===== src/rtl/hw_sensor_pkg.sv =====
// Shared types, address map and helpers for the sensor register bank.
package hw_sensor_pkg;

  typedef logic [31:0] sensor_word_t;

  // CTRL layout: freeze is bit 0, clr_minmax is bit 1
  typedef struct packed {
    logic clr_minmax;
    logic freeze;
  } ctrl_t;

  localparam logic [31:0] LP_VALUE_BASE  = 32'h000;
  localparam logic [31:0] LP_THR_HI_BASE = 32'h100;
  localparam logic [31:0] LP_THR_LO_BASE = 32'h180;
  localparam logic [31:0] LP_ALARM_ADDR  = 32'h200;
  localparam logic [31:0] LP_IRQ_EN_ADDR = 32'h204;
  localparam logic [31:0] LP_CTRL_ADDR   = 32'h208;
  localparam logic [31:0] LP_INFO_ADDR   = 32'h20C;
  localparam logic [31:0] LP_MIN_BASE    = 32'h280;
  localparam logic [31:0] LP_MAX_BASE    = 32'h300;

  // True when addr falls inside a window of n consecutive 32-bit words
  function automatic logic in_window(input logic [31:0] addr,
                                     input logic [31:0] base,
                                     input int unsigned n);
    return (addr >= base) && (addr < (base + (n << 2)));
  endfunction

  // a < b, two's-complement when sgn is set
  function automatic logic word_lt(input sensor_word_t a,
                                   input sensor_word_t b,
                                   input logic sgn);
    return sgn ? ($signed(a) < $signed(b)) : (a < b);
  endfunction

endpackage


===== src/rtl/hw_sensor_chan.sv =====
// One sensor channel: snapshot, thresholds, compare and optional min/max.
// Optional feature: HW_SENSOR_MINMAX_EN adds running MIN/MAX tracking.
module hw_sensor_chan
  import hw_sensor_pkg::*;
#(
  parameter int P_SIGNED = 0
) (
  input  logic         clk,
  input  logic         reset,
  input  logic         i_sample,
  input  sensor_word_t i_data,
  input  logic         i_hi_we,
  input  logic         i_lo_we,
  input  sensor_word_t i_wdata,
`ifdef HW_SENSOR_MINMAX_EN
  input  logic         i_clr_minmax,
  output sensor_word_t o_min,
  output sensor_word_t o_max,
`endif
  output sensor_word_t o_snap,
  output sensor_word_t o_hi,
  output sensor_word_t o_lo,
  output logic         o_alarm_set
);

  localparam logic         LP_SGN = (P_SIGNED != 0);
  localparam sensor_word_t LP_TOP = LP_SGN ? 32'h7FFF_FFFF : 32'hFFFF_FFFF;
  localparam sensor_word_t LP_BOT = LP_SGN ? 32'h8000_0000 : 32'h0000_0000;

  sensor_word_t r_snap;
  sensor_word_t r_hi;
  sensor_word_t r_lo;
  logic         r_cmp_pend;

  // Snapshot capture and threshold registers
  always_ff @(posedge clk) begin
    if (reset) begin
      r_snap     <= '0;
      r_hi       <= LP_TOP;
      r_lo       <= LP_BOT;
      r_cmp_pend <= 1'b0;
    end else begin
      r_cmp_pend <= i_sample;
      if (i_sample) r_snap <= i_data;
      if (i_hi_we)  r_hi   <= i_wdata;
      if (i_lo_we)  r_lo   <= i_wdata;
    end
  end

  // Compare the fresh snapshot against current thresholds; equality is in range
  always_comb begin
    o_alarm_set = r_cmp_pend &
                  (word_lt(r_hi, r_snap, LP_SGN) | word_lt(r_snap, r_lo, LP_SGN));
  end

  assign o_snap = r_snap;
  assign o_hi   = r_hi;
  assign o_lo   = r_lo;

`ifdef HW_SENSOR_MINMAX_EN
  sensor_word_t r_min;
  sensor_word_t r_max;

  // Running extremes; a clear coinciding with a sample re-seeds from that sample
  always_ff @(posedge clk) begin
    if (reset) begin
      r_min <= LP_TOP;
      r_max <= LP_BOT;
    end else if (i_clr_minmax && i_sample) begin
      r_min <= i_data;
      r_max <= i_data;
    end else if (i_clr_minmax) begin
      r_min <= LP_TOP;
      r_max <= LP_BOT;
    end else if (i_sample) begin
      if (word_lt(i_data, r_min, LP_SGN)) r_min <= i_data;
      if (word_lt(r_max, i_data, LP_SGN)) r_max <= i_data;
    end
  end

  assign o_min = r_min;
  assign o_max = r_max;
`endif

endmodule


===== src/rtl/hw_sensor_regbank.sv =====
// APB sensor register bank with sticky W1C alarms, interrupt and PSLVERR.
// Optional feature: HW_SENSOR_MINMAX_EN maps per-channel MIN/MAX windows.
module hw_sensor_regbank
  import hw_sensor_pkg::*;
#(
  parameter int P_NO_CH            = 8,
  parameter int P_SIGNED           = 0,
  parameter int P_S_AXI_ADDR_WIDTH = 10,
  parameter int P_S_AXI_DATA_WIDTH = 32
) (
  input  logic                          clk,
  input  logic                          reset,
  input  logic                          sample_valid,
  input  logic [P_NO_CH-1:0][31:0]      sensor_info,
  input  logic [P_S_AXI_ADDR_WIDTH-1:0] s_apb_paddr,
  input  logic                          s_apb_pwrite,
  input  logic                          s_apb_psel,
  input  logic                          s_apb_penable,
  input  logic [P_S_AXI_DATA_WIDTH-1:0] s_apb_pwdata,
  output logic [P_S_AXI_DATA_WIDTH-1:0] s_apb_prdata,
  output logic                          s_apb_pready,
  output logic                          s_apb_pslverr,
  output logic                          irq
);

  localparam logic LP_SGN = (P_SIGNED != 0);

  logic [31:0]        w_addr;
  logic [4:0]         w_idx;
  logic               w_setup;
  logic               w_access;
  logic               w_in_val, w_in_hi, w_in_lo, w_in_min, w_in_max;
  logic               w_is_alarm, w_is_irqen, w_is_ctrl, w_is_info;
  logic               w_mapped, w_ro, w_err, w_wr;
  logic [31:0]        w_rdata;
  logic               w_sample;
  logic               w_clr_minmax;
  logic [P_NO_CH-1:0] w_alarm_set;
  logic [P_NO_CH-1:0] w_alarm_clr;

  sensor_word_t w_snap [P_NO_CH];
  sensor_word_t w_hi   [P_NO_CH];
  sensor_word_t w_lo   [P_NO_CH];
  sensor_word_t w_min  [P_NO_CH];
  sensor_word_t w_max  [P_NO_CH];

  logic [31:0]        r_prdata;
  logic               r_pslverr;
  logic [P_NO_CH-1:0] r_alarm;
  logic [P_NO_CH-1:0] r_irq_en;
  ctrl_t              r_ctrl;
  logic               r_irq;

  assign w_addr   = 32'(s_apb_paddr) & ~32'h3;
  assign w_idx    = w_addr[6:2];
  assign w_setup  = s_apb_psel & ~s_apb_penable;
  assign w_access = s_apb_psel & s_apb_penable;

  // Address decode and error classification
  always_comb begin
    w_in_val   = in_window(w_addr, LP_VALUE_BASE,  P_NO_CH);
    w_in_hi    = in_window(w_addr, LP_THR_HI_BASE, P_NO_CH);
    w_in_lo    = in_window(w_addr, LP_THR_LO_BASE, P_NO_CH);
`ifdef HW_SENSOR_MINMAX_EN
    w_in_min   = in_window(w_addr, LP_MIN_BASE,    P_NO_CH);
    w_in_max   = in_window(w_addr, LP_MAX_BASE,    P_NO_CH);
`else
    w_in_min   = 1'b0;
    w_in_max   = 1'b0;
`endif
    w_is_alarm = (w_addr == LP_ALARM_ADDR);
    w_is_irqen = (w_addr == LP_IRQ_EN_ADDR);
    w_is_ctrl  = (w_addr == LP_CTRL_ADDR);
    w_is_info  = (w_addr == LP_INFO_ADDR);
    w_mapped   = w_in_val | w_in_hi | w_in_lo | w_in_min | w_in_max |
                 w_is_alarm | w_is_irqen | w_is_ctrl | w_is_info;
    w_ro       = w_in_val | w_in_min | w_in_max | w_is_info;
    w_err      = ~w_mapped | (s_apb_pwrite & w_ro);
    w_wr       = w_access & s_apb_pwrite & ~w_err;
  end

  assign w_sample = sample_valid & ~r_ctrl.freeze;
`ifdef HW_SENSOR_MINMAX_EN
  assign w_clr_minmax = w_wr & w_is_ctrl & s_apb_pwdata[1];
`else
  assign w_clr_minmax = 1'b0;
`endif

  for (genvar gi = 0; gi < P_NO_CH; gi++) begin : g_chan
    hw_sensor_chan #(.P_SIGNED(P_SIGNED)) u_chan (
      .clk          (clk),
      .reset        (reset),
      .i_sample     (w_sample),
      .i_data       (sensor_info[gi]),
      .i_hi_we      (w_wr & w_in_hi & (w_idx == 5'(gi))),
      .i_lo_we      (w_wr & w_in_lo & (w_idx == 5'(gi))),
      .i_wdata      (s_apb_pwdata[31:0]),
`ifdef HW_SENSOR_MINMAX_EN
      .i_clr_minmax (w_clr_minmax),
      .o_min        (w_min[gi]),
      .o_max        (w_max[gi]),
`endif
      .o_snap       (w_snap[gi]),
      .o_hi         (w_hi[gi]),
      .o_lo         (w_lo[gi]),
      .o_alarm_set  (w_alarm_set[gi])
    );
`ifndef HW_SENSOR_MINMAX_EN
    assign w_min[gi] = '0;
    assign w_max[gi] = '0;
`endif
  end

  // Read mux; unmapped addresses fall through to zero
  always_comb begin
    w_rdata = '0;
    for (int unsigned i = 0; i < P_NO_CH; i++) begin
      if (w_idx == 5'(i)) begin
        if (w_in_val) w_rdata = w_snap[i];
        if (w_in_hi)  w_rdata = w_hi[i];
        if (w_in_lo)  w_rdata = w_lo[i];
        if (w_in_min) w_rdata = w_min[i];
        if (w_in_max) w_rdata = w_max[i];
      end
    end
    if (w_is_alarm) w_rdata = 32'(r_alarm);
    if (w_is_irqen) w_rdata = 32'(r_irq_en);
    if (w_is_ctrl)  w_rdata = 32'(r_ctrl);
    if (w_is_info)  w_rdata = {LP_SGN, 15'b0, 16'(P_NO_CH)};
  end

  // Read data captured in the setup phase, held between transfers
  always_ff @(posedge clk) begin
    if (reset)                        r_prdata <= '0;
    else if (w_setup && !s_apb_pwrite) r_prdata <= w_rdata;
  end

  // Error captured in the setup phase, presented alongside pready
  always_ff @(posedge clk) begin
    if (reset)        r_pslverr <= 1'b0;
    else if (w_setup) r_pslverr <= w_err;
  end

  assign w_alarm_clr = (w_wr && w_is_alarm) ? s_apb_pwdata[P_NO_CH-1:0] : '0;

  // Sticky alarms: a coincident set overrides the W1C clear
  always_ff @(posedge clk) begin
    if (reset) r_alarm <= '0;
    else       r_alarm <= (r_alarm & ~w_alarm_clr) | w_alarm_set;
  end

  // IRQ_EN and CTRL; clr_minmax is a pulse and never stored
  always_ff @(posedge clk) begin
    if (reset) begin
      r_irq_en <= '0;
      r_ctrl   <= '0;
    end else begin
      if (w_wr && w_is_irqen) r_irq_en <= s_apb_pwdata[P_NO_CH-1:0];
      if (w_wr && w_is_ctrl) begin
        r_ctrl.freeze     <= s_apb_pwdata[0];
        r_ctrl.clr_minmax <= 1'b0;
      end
    end
  end

  // Registered interrupt
  always_ff @(posedge clk) begin
    if (reset) r_irq <= 1'b0;
    else       r_irq <= |(r_alarm & r_irq_en);
  end

  assign s_apb_prdata  = r_prdata;
  assign s_apb_pready  = w_access;
  assign s_apb_pslverr = r_pslverr & w_access;
  assign irq           = r_irq;

endmodule


===== config.mk =====
export PLATFORM = sky130hd
export DESIGN_NAME = hw_sensor_regbank
export DESIGN_NICKNAME = d
export VERILOG_FILES = /design/src/rtl/hw_sensor_pkg.sv /design/src/rtl/hw_sensor_chan.sv /design/src/rtl/hw_sensor_regbank.sv
export SDC_FILE = /design/constraint.sdc
export NUM_CORES = 2
export LEC_CHECK = 0
export CAP_MARGIN = 25
export CORE_MARGIN = 3
export CORE_UTILIZATION = 54
export CTS_BUF_LIST = sky130_fd_sc_hd__clkbuf_2 sky130_fd_sc_hd__clkbuf_4 sky130_fd_sc_hd__clkbuf_8
export CTS_CLUSTER_SIZE = 28
export DETAILED_ROUTE_END_ITERATION = 10
export GPL_TIMING_DRIVEN = 0
export PLACE_DENSITY = 0.76
export SYNTH_ARGS = -nofsm -noshare
export SYNTH_HDL_FRONTEND = slang
export SYNTH_SLANG_ARGS = --single-unit

===== constraint.sdc =====
create_clock -name clk -period 3 [get_ports clk]
set_clock_uncertainty 0.1 [all_clocks]
set_input_delay 0.6 -clock clk [delete_from_list [all_inputs] [get_ports clk]]
set_output_delay 0.6 -clock clk [all_outputs]
set_load 0.02 [all_outputs]

==> run_results.csv <==
group,metric,value,unit
logic_synthesis,synth_compound_area_share,19.8,%
setup_path,max_stage_delay,0.70,ns
grt,grt_max_degree,17,
setup_path,path_common_cell,"clkbuf_4",
finish,finish.utilization,66.4,%
placed_design,pre_cts_ws,-2.52,ns
clock_tree,numCtsBuffers,145,
logic_synthesis,ys.flop_type,"dfxtp_1",
floorplan,dieWidth,299,um
routing,dr.first_iter.drc_count,6327,
finish,syn_to_final_growth,21.0,%
sta,max-slew-margin-rel,17.9,%
setup_path,cp-end-kind,"flop",
floorplan,initial_utilization,54.9,%
sta,fin_crit_sh,103,%
placed_design,placed_area,51300,sq um
run_status,status,"complete, but fails checks",
sta,worstMarginPinSlew,1.23,ns
sta,drv_slew,0,
clock_tree,clkTransAtPathRegs,0.06,ns
logic_synthesis,synth_top_family_by_area,"compound AO/OA/AOI/OAI gates",
floorplan,ios,339,
sta,setup_viol,23,
power,leakage,22.5,nW
logic_synthesis,ys_warn_count,0,
setup_path,cp.arrival,3.79,ns
logic_synthesis,postSynthCellCount,6056,
sta,setup_ws,-0.102,ns
clock_tree,root_buffer,"clkbuf_8",
finish,design_area,56000,sq um
min_path,hold_class,"in2reg",
finish,fin_nets,7365,
logic_synthesis,synthXorXnorAreaFrac,0.0189,%
logic_synthesis,synthAdderAreaFrac,13.4,%
logic_synthesis,synth_top_cell_by_area,"dfxtp_1",
routing,wl_per_cell,29.3,um
routing,drtPass1Iterations,9,
logic_synthesis,synth_area_leaders,"dfxtp_1 35%, ha_1 13%, nand2_1 11%",
setup_path,crit_chain,"clkdlybuf4s50_1 > nor3_4 > nand2_4 > clkbuf_4 > clkbuf_4 > buf_8 > buf_2 > o22ai_1 > o21ai_0 > nand4_1 > a21oi_1",
power,finalPower,0.0264,W
routing,via_per_inst,6.39,
logic_synthesis,muxShareOfSynthArea,5.58,%
grt,grt_antenna_before_repair,19,
finish,fin_cells,7829,
clock_tree,cts.sinks,820,
clock_tree,clkLatencyLatePin,0.89,ns
sta,hold_viol_final,0,
routing,route.vias.total,50000,
logic_synthesis,syn-cell-area,46300,sq um
sta,finalCriticalPeriod,3.10,ns
routing,ant_nets,0,
logic_synthesis,synth.avg_cell_area,7.64,sq um
clock_tree,clock_path_buffers,3,
placed_design,dp_cells,7529,
power,irDropWorstVdd,0.563,mV
sta,fmax,0.322,GHz
logic_synthesis,ys_seq_area_share,35.5,%
floorplan,die_area,89300,sq um
clock_tree,cts_tree,"yes",
grt,grt_pass1_vias,46400,
placed_design,gp_congestion,1.07,
run_status,violations,"setup timing",
placed_design,portBuffers,302,
setup_path,cp_slowest_cell,"clkdlybuf4s50_1",
logic_synthesis,postSynth.asyncResetShare,0,%
flow_run,cap_viol_max_count,0,
setup_path,worst-setup-path-type,"in2reg",
finish,drive_above_1_share,9.38,%
logic_synthesis,synth-seq-cells,820,
grt,grt_usage,49.4,%
placed_design,post-dp-hpwl,177,mm
setup_path,worst-path-max-fanout,10,
floorplan,rows,106,
logic_synthesis,synth-simple-area-share,18.0,%
logic_synthesis,synth_fp_nets,6856,
routing,totalWireLength,229,mm
logic_synthesis,yosysTopAreaCellShare,35.5,%
floorplan,dieHeight,299,um
power,powerDensity,472,nW/um^2
logic_synthesis,synth.distinct_cells,66,
grt,grt_pass1_wl,319,mm
setup_path,cp-start-kind,"primary input",
clock_tree,htreeDepth,4,
floorplan,core,84400,sq um
grt,grt_overflow,0,
routing,drcViolationCount,0,
logic_synthesis,synth_edf_count,0,
setup_path,worst_ep_required_time,3.69,ns
[routing by layer]
metal	vias to the layer above	share of wire, %	wire [um]	track usage [%]
met5	-	0.021	47	0
met4	8	10	22800	40.4
met1	23600	36	82200	58.3
met3	961	13	30400	17.1
li1	22000	-	-	-
met2	3466	41	93600	72.5
[metrics by stage]
step	hold WS (ns)	setup TNS, ns
2_1_floorplan	0.336	0
3_3_place_gp	0.342	-1220.18
3_5_place_dp	0.345	-820.63
4_1_cts	0.0798	-0.107
5_1_grt	0.0700	-0.0148
6_report	0.0613	-1.13
[area by class of cell]
class / count / area, sq um
Fill cell: 7448 / 28300
Buffer: 419 / 1920
Clock inverter: 40 / 368
Multi-Input combinational cell: 4306 / 27400
Inverter: 510 / 1910
Clock buffer: 219 / 2780
Timing Repair Buffer: 363 / 3780
Tap cell: 1134 / 1420
Antenna cell: 18 / 45.0
Sequential cell: 820 / 16400
[critical path, delay by kind of cell]
family                 cells  cell delay (ns)
buffers and inverters      5             1.94
AOI/OAI and AO/OA          3             0.62
and+or+nand+nor            3             0.57
[timing repair]
item	in CTS	in global routing
endpoints found under the setup margin	541	444
resized for setup	285	89
hold buffers	2	1
pin swaps	17	6
hold endpoints to repair	2	1
setup buffers	15	0
[synthesized netlist by cell type (12+ instances only)]
cell / instances
a2111oi_0: 22
a211o_1: 12
a211oi_1: 37
a21o_1: 46
a21oi_1: 681
a221oi_1: 28
a22oi_1: 37
a31oi_1: 15
a41o_1: 23
buf_1: 28
buf_2: 55
clkbuf_1: 336
dfxtp_1: 820
ha_1: 496
inv_1: 509
mux2i_1: 258
nand2_1: 1402
nand2b_1: 16
nand3_1: 92
nand4_1: 96
nor2_1: 252
nor2b_1: 32
nor3_1: 48
nor4_1: 21
o211ai_1: 21
o21a_1: 18
o21ai_0: 299
o221ai_1: 78
o22ai_1: 184
[path summary, 6_finish.rpt]
path,cells after the start,from,endpoint,slack (ns)
worst max-delay path,11,s_apb_paddr[7],s_apb_prdata[14]$_SDFFE_PP0P_,-0.10
worst min-delay path,4,s_apb_pwdata[11],g_chan[6].u_chan.o_lo[11]$_SDFFE_PP0P_,0.06
worst max register to register,6,r_ctrl[0]$_SDFFE_PP0P_,g_chan[2].u_chan.o_snap[28]$_SDFFE_PP0P_,0.15
worst min register to register,2,g_chan[0].u_chan.o_lo[9]$_SDFFE_PP0P_,g_chan[0].u_chan.o_lo[9]$_SDFFE_PP0P_,0.36
[report_power, final]
| part | internal [W] | switching (W) |
|---|---|---|
| clock network | 0.00638 | 0.00521 |
| registers | 0.0111 | 0.000344 |
| logic | 0.00121 | 0.00220 |
| total | 0.0187 | 0.00775 |
[cell usage in the layout, fill, tap and decap left out, types with 19 or more instances in the layout]
| cell | instances |
|---|---|
| o221ai_1 | 35 |
| o211ai_1 | 21 |
| clkbuf_8 | 184 |
| a21oi_1 | 681 |
| a22oi_1 | 24 |
| clkbuf_2 | 79 |
| mux2i_1 | 258 |
| nor3_1 | 46 |
| a21o_1 | 46 |
| nand3_1 | 87 |
| clkbuf_4 | 57 |
| clkinv_2 | 22 |
| o21ai_0 | 275 |
| a2111oi_0 | 21 |
| nor2b_1 | 32 |
| o21ai_1 | 20 |
| buf_2 | 57 |
| clkbuf_1 | 233 |
| nor2_1 | 238 |
| buf_8 | 32 |
| ha_1 | 496 |
| nand4_1 | 96 |
| a211oi_1 | 36 |
| clkdlybuf4s50_1 | 298 |
| inv_1 | 509 |
| nand2_1 | 1398 |
| nor4_1 | 19 |
| o22ai_1 | 184 |
| buf_4 | 32 |
| o221ai_4 | 26 |
| dfxtp_1 | 820 |
[registers in the layout (all words and copies together), names as in the netlist]
| name | cells |
|---|---|
| r_ctrl | 1 |
| g_chan.u_chan.r_cmp_pend | 1 |
| r_pslverr | 1 |
| r_irq_en | 8 |
| g_chan.u_chan.o_snap | 256 |
| g_chan.u_chan.o_lo | 256 |
| r_alarm | 8 |
| s_apb_prdata | 32 |
| g_chan.u_chan.o_hi | 256 |
| irq | 1 |
[cells by family (layout without fill, tap and decap cells)]
logic type / count (synthesis) / count (layout)
other: 0 / 18
buffers and inverters: 930 / 1551
multiplexers: 258 / 258
XOR/XNOR: 1 / 1
flip-flops: 820 / 820
AND/OR/NAND/NOR: 2008 / 2008
adder cells (fa/ha/maj): 496 / 496
AO/OA/AOI/OAI: 1543 / 1543
Note: power is estimated with default switching activity, not from simulation.
